File: config.mk
export PLATFORM = sky130hd
export DESIGN_NAME = l_transform_sequencer_flat
export DESIGN_NICKNAME = d
export VERILOG_FILES = /design/src/rtl/kuz_pkg.sv /design/src/rtl/l_transform_sequencer_if.sv /design/src/rtl/kuz_gf_mul8.sv /design/src/rtl/l_transform_sequencer.sv /design/src/flat_wrapper.sv
export SDC_FILE = /design/constraint.sdc
export NUM_CORES = 1
export LEC_CHECK = 0
export ABC_AREA = 1
export BUFFER_PORTS_ARGS = -buffer_cell sky130_fd_sc_hd__buf_2
export CAP_MARGIN = 20
export CORE_AREA = 8 8 145 147
export CTS_CLUSTER_SIZE = 14
export DETAILED_ROUTE_END_ITERATION = 10
export DIE_AREA = 0 0 153 155
export HOLD_SLACK_MARGIN = 0.1
export PLACE_DENSITY = 0.83
export SLEW_MARGIN = 5
export SYNTH_ARGS = -nofsm -noshare
export SYNTH_HDL_FRONTEND = slang
export SYNTH_SLANG_ARGS = --single-unit
File: constraint.sdc
create_clock -name clk -period 2.2 [get_ports clk]
set_input_delay 0.44 -clock clk [delete_from_list [all_inputs] [get_ports clk]]
set_output_delay 0.44 -clock clk [all_outputs]
set_load 0.01 [all_outputs]
File: src/rtl/kuz_pkg.sv
// rtl/kuz_pkg.sv - shared Kuznechik constants and sequencer state type
package kuz_pkg;

    // Low byte of the field polynomial x^8+x^7+x^6+x+1; the x^8 term is implicit.
    localparam logic [7:0] GF_POLY = 8'hC3;

    // Coefficient k multiplies byte x(15-k) in the l function.
    localparam logic [7:0] L_COEF [16] = '{
        8'd148, 8'd32,  8'd133, 8'd16,
        8'd194, 8'd192, 8'd1,   8'd251,
        8'd1,   8'd192, 8'd194, 8'd16,
        8'd133, 8'd32,  8'd148, 8'd1
    };

    typedef enum logic [1:0] {
        IDLE = 2'd0,
        RUN  = 2'd1,
        DONE = 2'd2
    } state_t;

endpackage

File: src/rtl/l_transform_sequencer_if.sv
// rtl/l_transform_sequencer_if.sv - block in/out handshake bundle (in_inv only with L_INV_EN)
interface l_transform_sequencer_if;

    logic         in_valid;
    logic         in_ready;
    logic [127:0] in_data;
`ifdef L_INV_EN
    logic         in_inv;
`endif
    logic         out_valid;
    logic         out_ready;
    logic [127:0] out_data;

`ifdef L_INV_EN
    modport master (
        output in_valid, in_data, in_inv, out_ready,
        input  in_ready, out_valid, out_data
    );
    modport slave (
        input  in_valid, in_data, in_inv, out_ready,
        output in_ready, out_valid, out_data
    );
`else
    modport master (
        output in_valid, in_data, out_ready,
        input  in_ready, out_valid, out_data
    );
    modport slave (
        input  in_valid, in_data, out_ready,
        output in_ready, out_valid, out_data
    );
`endif

endinterface

File: src/rtl/kuz_gf_mul8.sv
// rtl/kuz_gf_mul8.sv - combinational GF(2^8) multiply modulo 0x1C3
module kuz_gf_mul8
    import kuz_pkg::*;
(
    input  logic [7:0] a,
    input  logic [7:0] b,
    output logic [7:0] p
);

    logic [7:0] acc;

    // Shift-and-add; with a constant b the unused partial products vanish.
    always_comb begin
        p   = '0;
        acc = a;
        for (int i = 0; i < 8; i++) begin
            if (b[i]) begin
                p = p ^ acc;
            end
            acc = acc[7] ? ({acc[6:0], 1'b0} ^ GF_POLY) : {acc[6:0], 1'b0};
        end
    end

endmodule

File: src/rtl/l_transform_sequencer.sv
// rtl/l_transform_sequencer.sv - iterative Kuznechik L (16 x R); L_INV_EN adds R^-1 via in_inv
module l_transform_sequencer
    import kuz_pkg::*;
#(
    parameter int ROUNDS = 16
) (
    input  logic                    clk,
    input  logic                    rst,
    l_transform_sequencer_if.slave  bus
);

    localparam logic [3:0] LAST = 4'(ROUNDS - 1);

    state_t       state, state_n;
    logic [127:0] sr, sr_n;
    logic [3:0]   cnt, cnt_n;
    logic         inv;
    logic         load;
    logic [7:0]   xb   [16];
    logic [7:0]   prod [16];
    logic [7:0]   l_val;
    logic [127:0] step;

`ifdef L_INV_EN
    always_ff @(posedge clk) begin
        if (rst) begin
            inv <= 1'b0;
        end else if (load) begin
            inv <= bus.in_inv;
        end
    end
`else
    assign inv = 1'b0;
`endif

    // xb[i] is operand x_i of l; the inverse step rotates the byte view by one.
    always_comb begin
        for (int i = 0; i < 16; i++) begin
            xb[i] = inv ? sr[8*((i + 15) % 16) +: 8] : sr[8*i +: 8];
        end
    end

    for (genvar k = 0; k < 16; k++) begin : g_mul
        kuz_gf_mul8 u_mul (
            .a (xb[15-k]),
            .b (L_COEF[k]),
            .p (prod[k])
        );
    end

    always_comb begin
        l_val = '0;
        for (int k = 0; k < 16; k++) begin
            l_val = l_val ^ prod[k];
        end
    end

    assign step = inv ? {sr[119:0], l_val} : {l_val, sr[127:8]};

    always_ff @(posedge clk) begin
        if (rst) begin
            state <= IDLE;
            sr    <= '0;
            cnt   <= '0;
        end else begin
            state <= state_n;
            sr    <= sr_n;
            cnt   <= cnt_n;
        end
    end

    always_comb begin
        state_n = state;
        sr_n    = sr;
        cnt_n   = cnt;
        load    = 1'b0;
        unique case (state)
            IDLE: begin
                if (bus.in_valid) begin
                    load = 1'b1;
                end
            end
            RUN: begin
                sr_n = step;
                if (cnt == LAST) begin
                    state_n = DONE;
                end else begin
                    cnt_n = cnt + 4'd1;
                end
            end
            DONE: begin
                // Taking the result and a new block in one cycle avoids an IDLE bubble.
                if (bus.out_ready) begin
                    if (bus.in_valid) begin
                        load = 1'b1;
                    end else begin
                        state_n = IDLE;
                    end
                end
            end
            default: state_n = IDLE;
        endcase
        if (load) begin
            state_n = RUN;
            sr_n    = bus.in_data;
            cnt_n   = '0;
        end
    end

    assign bus.in_ready  = (state == IDLE) || ((state == DONE) && bus.out_ready);
    assign bus.out_valid = (state == DONE);
    assign bus.out_data  = sr;

endmodule

File: src/flat_wrapper.sv
// flat-port wrapper written by rule: the top's interface ports become plain ports
module l_transform_sequencer_flat import kuz_pkg::*;
#(
    parameter int ROUNDS = 16
)
  (clk, rst, bus_in_valid, bus_in_data, bus_out_ready, bus_in_ready, bus_out_valid, bus_out_data);
  l_transform_sequencer_if bus_i ();
  input  logic clk;
  input  logic rst;
  input wire logic [$bits(bus_i.in_valid)-1:0] bus_in_valid;
  input wire logic [$bits(bus_i.in_data)-1:0] bus_in_data;
  input wire logic [$bits(bus_i.out_ready)-1:0] bus_out_ready;
  output wire logic [$bits(bus_i.in_ready)-1:0] bus_in_ready;
  output wire logic [$bits(bus_i.out_valid)-1:0] bus_out_valid;
  output wire logic [$bits(bus_i.out_data)-1:0] bus_out_data;
  assign bus_i.in_valid = bus_in_valid;
  assign bus_i.in_data = bus_in_data;
  assign bus_i.out_ready = bus_out_ready;
  assign bus_in_ready = bus_i.in_ready;
  assign bus_out_valid = bus_i.out_valid;
  assign bus_out_data = bus_i.out_data;
  l_transform_sequencer #(.ROUNDS(ROUNDS)) u_core (.clk(clk), .rst(rst), .bus(bus_i));
endmodule
==> results.md <==
- Slew of the pin with the lowest slew margin: 441 ps
- Port Buf Inserts: 261
- Hold WS: 263 ps
- Mux share of post-synthesis cell area: 0%
- Post-Syn Area: 10,100 um2
- Mapped Nets: 1,708
- GR Overflow Total: 0
- Top cell type by total area after synthesis: dfxtp_1
- Core outline area: 19,000 um2
- Fin. max-slew vios: 0
- Top post-synthesis cells by area: dfxtp_1, nand2_1, xor2_1, xnor2_1, a31oi_1
- HP Class: in2reg
- VDD IR max: 809 uV
- Post-route ant nets: 0
- Initial DRC count: 1,151
- Largest family of logic cells by synthesized area: simple AND/OR/NAND/NOR gates
- Delay-heaviest family, CP: simple AND/OR/NAND/NOR gates
- FF+latch count, synth: 134
- Sequential element share of the synthesized area: 26.6%
- Finished Cell Area: 13,500 um2
- Cts bufs inserted: 17
- CP max FO: 5
- Violated checks: negative setup slack
- Period utilization: 100%
- Share of the synthesized area in the top cell type: 26.6%
- DRC: 0
- First-pass iteration count of the detailed router: 6
- Critical path arrival: 2530 ps
- First-pass GRT wire length: 55,300 um
- LEAKAGE: 6.56 nW
- Hpwl dp: 26,100 um
- Initial core utilization: 53.3%
- CTS Sinks: 134
- Worst Skew: 8.85 ps
- Worst path required time: 2520 ps
- WL final: 36,800 um
- Synth cell types: 37
- Via count: 11,759
- Clock Path Buffers: 2
- P&R area growth vs syn: 33.8%
- Via/cell ratio: 5.59
- Number of global-route vias before repair: 11,096
- Skew-Pair Late Insertion Delay: 440 ps
- Worst path most repeated cell: nand2_1
- Simple-gate area share of the yosys netlist: 33.3%
- Slew headroom: 70.5%
- Dpl cells: 2,057
- Max-cap violations: 0
- Xor-xnor portion of the synthesized cell area: 21.8%
- Adder-Cell Fraction of Synth Area: 0.124%
- DP Area: 12,000 um2
- Fin crit period: 2210 ps
- Setup Viol. Count Final: 1
- Critical path cell sequence: buf_4 > xor2_1 > nand2_1 > nand2_2 > nand2_1 > nand2_1 > inv_1 > nand2_1 > nand2_1 > nand2_1 > nand2_1 > nand2_1 > nand2_1 > nand2_1 > nand2_2 > nand3_1 > nand3_1 > nand2_1 > a21oi_1
- PnR worst setup slack: -5.39 ps
- Die X: 153 um
- Die Y-Extent: 155 um
- Largest net degree at the start of global routing: 61
- Synth Area in Compound Gates: 8.94%
- Row count: 51
- Fmax achieved: 0.453 GHz
- Type of origin of the critical path: flip-flop
- Clk root buf: clkbuf_16
- Non-filler cells in the finished layout: 2,103
- Hold Vio Cnt, Final: 0
- Overall Global Routing Usage: 28.4%
- Crit path largest cell delay: 380 ps
- RSZ-0062 raised after global routing: true
- Share of layout cells above drive strength 1: 30.7%
- Antenna violations before repair: 1
- Gate Count Post-Synth: 1,575
- Layout Nets: 1,984
- Synth warnings: 0
- Die area: 23,700 um2
- WP buf/inv: 2
- I/O pin cnt: 262
- Routed len/inst: 17.5 um
- CP endpoint kind: flip-flop
- Setup TNS: -5.39 ps
- Post-Place Worst Slack: -9.60 ps
- Reg clk slew, reported paths: 60 ps
- Crit Path Class: reg2reg
- Status: finished, violations left
- H-tree levels: 4
- Power per cell area: 993 nW/um2
- TritonCTS clock tree: yes
- Slowest cell on the critical path: dfxtp_4
- RePlAce Congestion: 0.915
- Post-Syn Area per Cell: 6.41 um2
## stage by stage
step,total power [mW],utilization (%)
4_1_cts,12.4,66.8
3_3_place_gp,9.01,63.2
2_1_floorplan,7.55,-
3_5_place_dp,9.17,63.2
6_report,13.4,71.3
5_1_grt,14.2,71.3
## cells in the mapped netlist
library cell	n
inv_2	7
clkinv_1	1
clkbuf_1	61
nand2_1	682
buf_1	2
clkbuf_2	2
a31o_2	1
a32o_1	1
xor2_1	110
nand3_1	100
o21ai_0	7
a31oi_1	116
xnor2_4	1
ha_1	1
buf_4	9
nand4_1	3
nand3b_1	15
nand3_2	1
a21o_1	1
buf_6	1
xnor2_1	108
nand2_2	7
clkbuf_4	1
nand2_4	1
xor2_2	5
nor2_1	17
buf_2	25
dfxtp_1	134
xnor3_1	3
o221ai_1	1
inv_1	120
a21oi_1	11
a221oi_1	5
or2_1	6
or2_2	1
a21oi_2	1
xnor2_2	7
## area by class of cell
cell class | count | area [um2]
antenna | 1 | 2.50
tap | 238 | 298
inverter | 128 | 487
sequential | 134 | 2780
multi-input combinational | 1212 | 7130
fill | 1395 | 5440
clock inverter | 11 | 171
timing repair buffer | 358 | 2160
clock buffer | 21 | 480
## registers in the layout, indices dropped and copies added, names as in the netlist
name,count
u_core.bus.out_data,128
u_core.state,2
u_core.cnt,4
## where the power goes
group | total (mW) | internal [mW] | leakage, nW | switching (mW)
Sequential | 3.09 | 2.67 | 1.12 | 0.423
Clock | 3.20 | 2.02 | 0.315 | 1.18
Combinational | 7.13 | 2.88 | 5.12 | 4.25
## per-layer routing
layer,wire (um),GRT usage (%),vias up
li1,-,-,5499
met1,14300,35.1,5438
met2,17600,47.2,701
met3,3510,5.49,121
met4,1370,12.9,0
met5,0,0,-
## logic make-up (layout without fill, tap and decap cells)
group	after synthesis	count (layout)
flip-flops	134	134
AO/OA/AOI/OAI	144	144
other	0	1
XOR/XNOR	234	234
adder cells (fa/ha/maj)	1	1
buffers and inverters	229	518
AND/OR/NAND/NOR	833	833
## path summary, 6_finish.rpt
check / from / end / slack (ps) / depth (start not counted)
setup / recovery: u_core.bus.out_data[84] / u_core.bus.out_data[127] / -5 / 19
setup reg to reg: u_core.bus.out_data[84] / u_core.bus.out_data[127] / -5 / 19
hold / removal: bus_in_data[9] / u_core.bus.out_data[9] / 260 / 3
hold reg to reg: u_core.cnt[1] / u_core.cnt[1] / 490 / 2
## placed cells by master (no fill, tap or decap), drive strengths merged, types with 5 or more instances in the layout
master / count
xor2: 115
xnor2: 116
a21oi: 12
clkbuf: 21
a31oi: 116
nand3b: 15
nor2: 17
nand3: 101
dfxtp: 134
a221oi: 5
o21ai: 7
buf: 358
clkinv: 8
nand2: 690
inv: 125
or2: 7
## timing repair
item / 4_1_cts / 5_1_grt
gates resized for setup: 6 / 183
buffers inserted: 0 / 13
pin swaps: 0 / 47
endpoints found under the hold margin: 0 / 0
endpoints found under the setup margin: 5 / 8
hold buffers: 0 / 0
## tightest hold or removal path, stage by stage
cell and delay, ps:
buf_2 100, nand2_1 50, a31oi_1 70
Power figures use the tool's default switching activity.
